==> src/rtl/int_requester.sv <==
// Device-side interrupt source: turns event strobes on three channels into IR pulses and
// tracks each request through acknowledge and ERET. Optional re-pulse on missing ack: INT_RETRY_EN.
module int_requester #(
    parameter int PULSE_LEN    = 2,
    parameter int RETRY_CYCLES = 64,
    parameter int Q_W          = 2
) (
    input  logic       clk,
    input  logic       rst,
    input  logic [2:0] event_in,
    input  logic       int_sig,
    input  logic [1:0] which_int,
    input  logic       ex_eret,
    output logic [2:0] IR_out,
    output logic [2:0] pending,
    output logic [2:0] in_service,
    output logic [2:0] overrun,
    output logic [1:0] depth,
    output logic [5:0] state_dbg
);

    typedef enum logic [1:0] {
        IDLE     = 2'd0,
        PULSE    = 2'd1,
        WAIT_ACK = 2'd2,
        SERVICE  = 2'd3
    } ch_state_t;

    localparam int              PC_W       = (PULSE_LEN > 1) ? $clog2(PULSE_LEN) : 1;
    localparam logic [PC_W-1:0] PULSE_LOAD = PC_W'(PULSE_LEN - 1);
    localparam logic [Q_W-1:0]  Q_MAX      = '1;
`ifdef INT_RETRY_EN
    localparam int              RT_W       = (RETRY_CYCLES > 1) ? $clog2(RETRY_CYCLES) : 1;
    localparam logic [RT_W-1:0] RETRY_LOAD = RT_W'(RETRY_CYCLES - 1);
`endif

    ch_state_t       state     [3];
    logic [PC_W-1:0] pulse_cnt [3];
    logic [Q_W-1:0]  queue     [3];
    logic [Q_W-1:0]  queue_nxt [3];
    logic [1:0]      stk       [3];
`ifdef INT_RETRY_EN
    logic [RT_W-1:0] retry_cnt [3];
`endif
    logic [2:0] event_prev;
    logic       armed;

    logic [2:0] evt, enq, take, popped, launch_q, ovf;
    logic       pop, push, push_room;
    logic [1:0] top_ch, depth_pop, push_ch;

    // CPU handshake: a cycle with int_sig=1 and which_int=i+1 acknowledges channel i if it is
    // in PULSE or WAIT_ACK (otherwise it is ignored); ex_eret pops the innermost acknowledged
    // channel. Both are single-cycle strobes with no back-pressure; pop is applied before push.
    always_comb begin
        evt    = event_in & ~event_prev & {3{armed}};
        pop    = ex_eret && (depth != 2'd0);
        case (depth)
            2'd3:    top_ch = stk[2];
            2'd2:    top_ch = stk[1];
            default: top_ch = stk[0];
        endcase
        depth_pop = depth - {1'b0, pop};
        push_room = (depth_pop != 2'd3);
        push_ch   = which_int - 2'd1;
        take      = '0;
        popped    = '0;
        enq       = '0;
        launch_q  = '0;
        ovf       = '0;
        for (int i = 0; i < 3; i++) begin
            take[i]      = int_sig && (which_int == 2'(i + 1)) && push_room &&
                           ((state[i] == PULSE) || (state[i] == WAIT_ACK));
            popped[i]    = pop && (top_ch == 2'(i));
            enq[i]       = evt[i] && ((state[i] != IDLE) || (queue[i] != '0));
            launch_q[i]  = (queue[i] != '0) &&
                           ((state[i] == IDLE) || ((state[i] == SERVICE) && popped[i]));
            ovf[i]       = enq[i] && (queue[i] == Q_MAX);
            queue_nxt[i] = queue[i] - Q_W'(launch_q[i]) + Q_W'(enq[i] && !ovf[i]);
        end
        push = |take;
    end

    always_ff @(posedge clk or negedge rst) begin
        if (!rst) begin
            for (int i = 0; i < 3; i++) begin
                state[i]     <= IDLE;
                pulse_cnt[i] <= '0;
                queue[i]     <= '0;
                stk[i]       <= '0;
`ifdef INT_RETRY_EN
                retry_cnt[i] <= '0;
`endif
            end
            IR_out     <= '0;
            overrun    <= '0;
            event_prev <= '0;
            armed      <= 1'b0;
            depth      <= '0;
        end else begin
            // The first cycle after reset only loads event_prev, so a line already high is not an edge.
            event_prev <= event_in;
            armed      <= 1'b1;
            if (push) begin
                stk[depth_pop] <= push_ch;
            end
            depth <= depth_pop + {1'b0, push};
            for (int i = 0; i < 3; i++) begin
                queue[i] <= queue_nxt[i];
                if (ovf[i]) begin
                    overrun[i] <= 1'b1;
                end
                case (state[i])
                    IDLE: begin
                        if (evt[i] || (queue[i] != '0)) begin
                            state[i]     <= PULSE;
                            IR_out[i]    <= 1'b1;
                            pulse_cnt[i] <= PULSE_LOAD;
                        end
                    end
                    PULSE: begin
                        if (take[i]) begin
                            state[i]  <= SERVICE;
                            IR_out[i] <= 1'b0;
                        end else if (pulse_cnt[i] == '0) begin
                            state[i]  <= WAIT_ACK;
                            IR_out[i] <= 1'b0;
`ifdef INT_RETRY_EN
                            retry_cnt[i] <= RETRY_LOAD;
`endif
                        end else begin
                            pulse_cnt[i] <= pulse_cnt[i] - 1'b1;
                        end
                    end
                    WAIT_ACK: begin
                        if (take[i]) begin
                            state[i] <= SERVICE;
`ifdef INT_RETRY_EN
                        end else if (retry_cnt[i] == '0) begin
                            state[i]     <= PULSE;
                            IR_out[i]    <= 1'b1;
                            pulse_cnt[i] <= PULSE_LOAD;
                        end else begin
                            retry_cnt[i] <= retry_cnt[i] - 1'b1;
`endif
                        end
                    end
                    SERVICE: begin
                        if (popped[i]) begin
                            if (queue[i] != '0) begin
                                state[i]     <= PULSE;
                                IR_out[i]    <= 1'b1;
                                pulse_cnt[i] <= PULSE_LOAD;
                            end else begin
                                state[i] <= IDLE;
                            end
                        end
                    end
                    default: state[i] <= IDLE;
                endcase
            end
        end
    end

    always_comb begin
        pending    = '0;
        in_service = '0;
        for (int i = 0; i < 3; i++) begin
            pending[i]    = (state[i] == PULSE) || (state[i] == WAIT_ACK);
            in_service[i] = (state[i] == SERVICE);
        end
        state_dbg = {state[2], state[1], state[0]};
    end

endmodule

==> config.mk <==
export PLATFORM = sky130hd
export DESIGN_NAME = int_requester
export DESIGN_NICKNAME = d
export VERILOG_FILES = /design/src/rtl/int_requester.sv
export SDC_FILE = /design/constraint.sdc
export NUM_CORES = 1
export LEC_CHECK = 0
export BUFFER_PORTS_ARGS = -buffer_cell sky130_fd_sc_hd__buf_2
export CORE_MARGIN = 10
export CORE_UTILIZATION = 55
export CTS_CLUSTER_SIZE = 25
export DETAILED_ROUTE_END_ITERATION = 8
export PLACE_DENSITY = 0.75
export REMOVE_ABC_BUFFERS = 1
export SLEW_MARGIN = 20
export SYNTH_ARGS = -nofsm -noshare
export SYNTH_HDL_FRONTEND = slang
export SYNTH_SLANG_ARGS = --single-unit
==> constraint.sdc <==
create_clock -name clk -period 3.8 [get_ports clk]
set_input_delay 0.76 -clock clk [delete_from_list [all_inputs] [get_ports clk]]
set_output_delay 0.76 -clock clk [all_outputs]
set_load 0.05 [all_outputs]
After elaboration in Yosys (flattened, before gate mapping) --
Index checks and enable logic that the tools add are counted.
Storage, ports and cells: output and inout port bits 20, bits of input ports 9, bits in registers 33, word-level logic and storage cells 197
Cells by class: add/subtract/negate cells 12, reductions and logical operators 68, order comparisons 2, eq/ne operators 38, muxes and demuxes 52, bitwise logic cells 4
Operator list (number):
- $mux 2 | 16
- $reduce_and 5->1 | 6
- $logic_and 1x1->1 | 29
- $eq 2x2->1 const B | 14
- $mux 1 | 24
- $pmux 2 s4 | 3
- $ne 2x1->1 const B | 9
- $pmux 1 s3 | 6
- $ne 2x2->1 const B | 7
- $reduce_bool 2->1 | 7
- $logic_or 1x1->1 | 12
- $reduce_and 4->1 | 3
- $eq 2x1->1 const B | 5
- $ne 3x3->1 const B | 3
- $reduce_bool 3->1 | 3
- $add 2x1->2 | 4
- $logic_not 2->1 | 4
- $sub 2x1->2 | 4
- $and 3x3->3 | 2
- $bwmux 6 | 1
- $demux 2 s2 | 1
- $pmux 2 s2 | 1
- $ge 3x3->1 const B | 1
- $logic_not 1->1 | 3
- 6 further kinds | 8

Depth between registers and ports, before layout --
depth after elaboration 9, depth in mapped cells 11, depth with buffers taken out 10

Least setup slack after synthesis --
Ideal clock, no wire load.
kind flip-flop to flip-flop, from register state, in the netlist state_dbg[4], to register stk[3] (netlist name), slack 1.384 ns, stages on the path, launching flop included 7, setup time 0.125 ns, buffers on the path 0, data required time 3.675 ns, data arrival time 2.291 ns, clock period less this slack 2.416 ns, path through dfrtp_1 -> inv_1 -> ha_1 -> nand2_1 -> nand3_1 -> and4_1 -> mux2_2
On the way: cells in the longest elaborated chain, start to end 4, elaborated cells on any way between the ends 5, classes of those cells eq/ne (2); reduce/logical (3)
RTL lines:
- from (decl) | line 37 | ch_state_t state [3];
- from (signal, indexed assignment) | line 87 | state[i] <= IDLE;
- from (signal, indexed assignment) | line 116 | state[i] <= PULSE;
- from (signal, indexed assignment) | line 123 | state[i] <= SERVICE;
- $eq 2x1->1 / $eq 2x2->1 (equally long branches)
- $logic_or 1x1->1 (*)
- named net pending[2] | line 15 | output logic [2:0] pending,
- $logic_and 1x1->1 (*) | line 72 | take[i] = int_sig && (which_int == 2'(i + 1)) && push_room &&
- $reduce_or 3->1 (*) | line 81 | push = |take;
- to (signal, indexed assignment) | line 105 | stk[depth_pop] <= push_ch;
- to (decl) | line 41 | logic [1:0] stk [3];
Mark *: on every way through the listed nets, which the timed path passes. The rest lies on a longest branch. A chain may end at the register's enable or synchronous reset.

==> impl_metrics.py <==
metrics = {
    "status": {
        "outcome": "complete, no violations",
    },
    "timing": {
        "max-slew-margin-rel_pct": 50.9,
        "fin_worst_hold_slack_ps": 463,
        "min_period_over_period_pct": 63.7,
        "final_setup_fails": 0,
        "fin_worst_skew_ps": 2.90,
        "final.min_clock_period_ps": 2420,
        "maxClockFrequency_mhz": 413,
        "hold_viol": 0,
        "grt_setup_unrepaired": "false",
        "timing.setup.tns_ps": 0,
        "final-max-slew-violation-count": 0,
        "worst_pin_slew_ps": 736,
    },
    "floorplan": {
        "number_of_top_level_design_ports": 29,
        "die-area_mm2": 0.00666,
        "die-width_um": 81.6,
        "initial_core_utilization_pct": 57.0,
        "row_cnt": 22,
        "core_region_area_mm2": 0.00366,
        "chip_height_um": 81.6,
    },
    "cts": {
        "cts_sinks": 33,
        "cts_setup_buffers": 0,
        "tritoncts_clock_tree": "done",
        "clock-root-buffer": "sky130_fd_sc_hd__clkbuf_8",
        "tritoncts.num_buffers": 5,
        "cts.path.max_buffers": 2,
        "htreeDepth": 2,
        "cts.clk_slew.worst_paths_ps": 70,
        "cts.repair.resized": 0,
        "clk-insertion-delay-late_ps": 280,
        "hold_buf_cts": 0,
    },
    "route": {
        "vias_per_cell": 5.51,
        "initialDrtViolationCount": 91,
        "drt-total-wl_um": 4180,
        "route.detailed.drc": 0,
        "detailed_routing_iterations_pass_1": 4,
        "ant_nets": 0,
        "wire_per_inst_um": 15.0,
        "count_of_vias_placed_by_the_detailed_router": 1532,
    },
    "flow_run": {
        "max-cap-violations": 0,
    },
    "cells_and_area": {
        "layout_commonest_cell": "sky130_fd_sc_hd__dfrtp_1",
        "post_route_cells_drive_above_1_share_pct": 24.8,
        "area_growth_pct": 12.7,
        "antenna-diode-count": 0,
        "design.final.nets": 264,
        "final_cell_mix": "33 x sky130_fd_sc_hd__dfrtp_1, 28 x sky130_fd_sc_hd__buf_2, 26 x sky130_fd_sc_hd__ha_1, 19 x sky130_fd_sc_hd__nor2_1, 15 x sky130_fd_sc_hd__inv_1",
    },
    "logic_synthesis": {
        "synth_xor_area_share_pct": 4.26,
        "synth_top_family_by_area": "compound AO/OA/AOI/OAI gates",
        "post_synth_instance_area_mm2": 0.00209,
        "synth_seq_area_share_pct": 39.6,
        "synth_register_bits": 33,
        "post_synthesis_cells": 196,
        "synth-simple-area-share_pct": 13.1,
        "synth_mux_area_share_pct": 7.14,
        "netlist-cell-type-count": 46,
        "ys.warnings.count": 0,
        "syn-mean-instance-area_um2": 10.6,
        "async_reset_ff_share_pct": 100,
        "synth_compound_gate_area_share_pct": 16.5,
        "synth_adder_area_share_pct": 15.6,
        "synthFlopType": "sky130_fd_sc_hd__dfrtp_1",
        "number_of_flops_mapped_to_enable_cells_by_yosys": 0,
    },
    "grt": {
        "initial_antenna_violation_count": 0,
        "grt.total_usage_pct": 13.5,
        "overflow": 0,
        "grt_first_pass_wirelength_um": 7070,
        "number_of_global_route_vias_before_repair": 1550,
        "largest_net_degree_at_the_start_of_global_routing": 34,
    },
    "critical_path": {
        "start_kind": "flip-flop",
        "crit_arrival_ps": 2620,
        "worst_ep_required_time_ps": 4000,
        "ff2ff_setup_slack_ps": 1380,
        "worstSetupStartpoint": "depth[1]$_DFF_PN0_",
        "timing.critical_path.to_type": "flip-flop",
        "reg2reg_start": "depth[1]$_DFF_PN0_",
        "crit_type": "flip-flop to flip-flop",
        "timing.critical_path.fanout_max": 9,
    },
    "hold_path": {
        "type_of_the_worst_min_delay_path": "flip-flop to flip-flop",
        "hold_start": "overrun[1]$_DFFE_PN0P_",
    },
    "placement": {
        "globalplace.congestion": 0.829,
        "hpwl_um": 3260,
        "port_buffers": 28,
    },
}
==> synth_stat cells (2+ instances only) <==
library cell,count,area [µm²]
sky130_fd_sc_hd__nor2_1,19,71.3
sky130_fd_sc_hd__dfrtp_1,33,826
sky130_fd_sc_hd__inv_1,15,56.3
sky130_fd_sc_hd__o21ai_0,4,20.0
sky130_fd_sc_hd__mux2i_1,3,30.0
sky130_fd_sc_hd__o21ai_2,2,17.5
sky130_fd_sc_hd__o31ai_2,2,25.0
sky130_fd_sc_hd__xnor2_1,7,61.3
sky130_fd_sc_hd__o21bai_1,2,15.0
sky130_fd_sc_hd__nor2b_1,3,18.8
sky130_fd_sc_hd__mux2_2,4,45.0
sky130_fd_sc_hd__ha_1,26,325
sky130_fd_sc_hd__mux2_4,4,60.1
sky130_fd_sc_hd__nand3b_1,3,22.5
sky130_fd_sc_hd__and4_1,2,17.5
sky130_fd_sc_hd__nand2_1,13,48.8
sky130_fd_sc_hd__a21oi_1,9,45.0
sky130_fd_sc_hd__o21ai_1,3,15.0
sky130_fd_sc_hd__a21o_1,2,15.0
sky130_fd_sc_hd__o2bb2ai_1,5,43.8
sky130_fd_sc_hd__o21a_1,2,15.0
sky130_fd_sc_hd__nand3_1,7,35.0
sky130_fd_sc_hd__o211ai_1,3,22.5
==> state kept, by name, indices dropped and copies added (netlist names), 2 cells and up <==
signal / cells
IR_out: 3
depth: 2
event_prev: 3
overrun: 3
pulse_cnt: 3
queue: 6
state_dbg: 6
stk: 6
==> area by class of cell <==
cell class / instances / area (µm²)
multi-input cells: 146 / 1180
well taps: 48 / 60.1
flip-flops and latches: 33 / 826
fillers: 293 / 1310
inverters: 15 / 56.3
clock inverters: 2 / 10.0
repair buffers: 28 / 140
clock buffers: 6 / 72.6
==> critical path: stages (launching register included) <==
cell and delay [ps]:
sky130_fd_sc_hd__dfrtp_1 550, sky130_fd_sc_hd__and4bb_1 300, sky130_fd_sc_hd__a31oi_2 320, sky130_fd_sc_hd__nor2_1 100, sky130_fd_sc_hd__a21oi_1 190, sky130_fd_sc_hd__nor2_1 60, sky130_fd_sc_hd__ha_1 290, sky130_fd_sc_hd__inv_1 40
sky130_fd_sc_hd__ha_1 180, sky130_fd_sc_hd__xnor2_1 180, sky130_fd_sc_hd__xnor2_1 140
==> per-stage QoR <==
step | setup WS [ps] | instances | util [%] | instance area [µm²]
final | 1380 | 278 | 64.2 | 2350
after global routing | 1210 | 278 | 64.2 | 2350
after CTS | 1360 | 278 | 64.2 | 2350
after detailed placement | 1140 | 270 | 61.9 | 2270
after global placement | 1240 | 270 | 61.9 | 2270
after floorplan | 1350 | 194 | - | 2070
==> worst paths after layout <==
path	end	cells past startpoint
setup / recovery	queue[5]$_DFF_PN0_	10
max in group asynchronous	depth[0]$_DFF_PN0_	1
setup reg to reg	queue[5]$_DFF_PN0_	10
hold / removal	overrun[1]$_DFFE_PN0P_	1
min in group asynchronous	armed$_DFF_PN0_	1
hold reg to reg	overrun[1]$_DFFE_PN0P_	1
==> kinds of logic after synthesis <==
| group | count (synthesis) |
|---|---|
| other | 1 |
| flip-flops | 33 |
| AND/OR/NAND/NOR | 54 |
| multiplexers | 12 |
| XOR/XNOR | 8 |
| AO/OA/AOI/OAI | 45 |
| buffers and inverters | 17 |
| adder cells (fa/ha/maj) | 26 |
==> per-layer routing <==
metal  global-route usage (%)  share of wire [%]  vias to the layer above
met1                     16.3                 45                      735
li1                         -                  -                      759
met4                     5.10                1.1                        0
met5                        0                  0                        -
met3                     4.37                5.6                        6
met2                     21.9                 48                       32
Power is left out: the tool's default activity adds up to more than one toggle a clock period on the data nets, which glitch-free logic cannot reach.
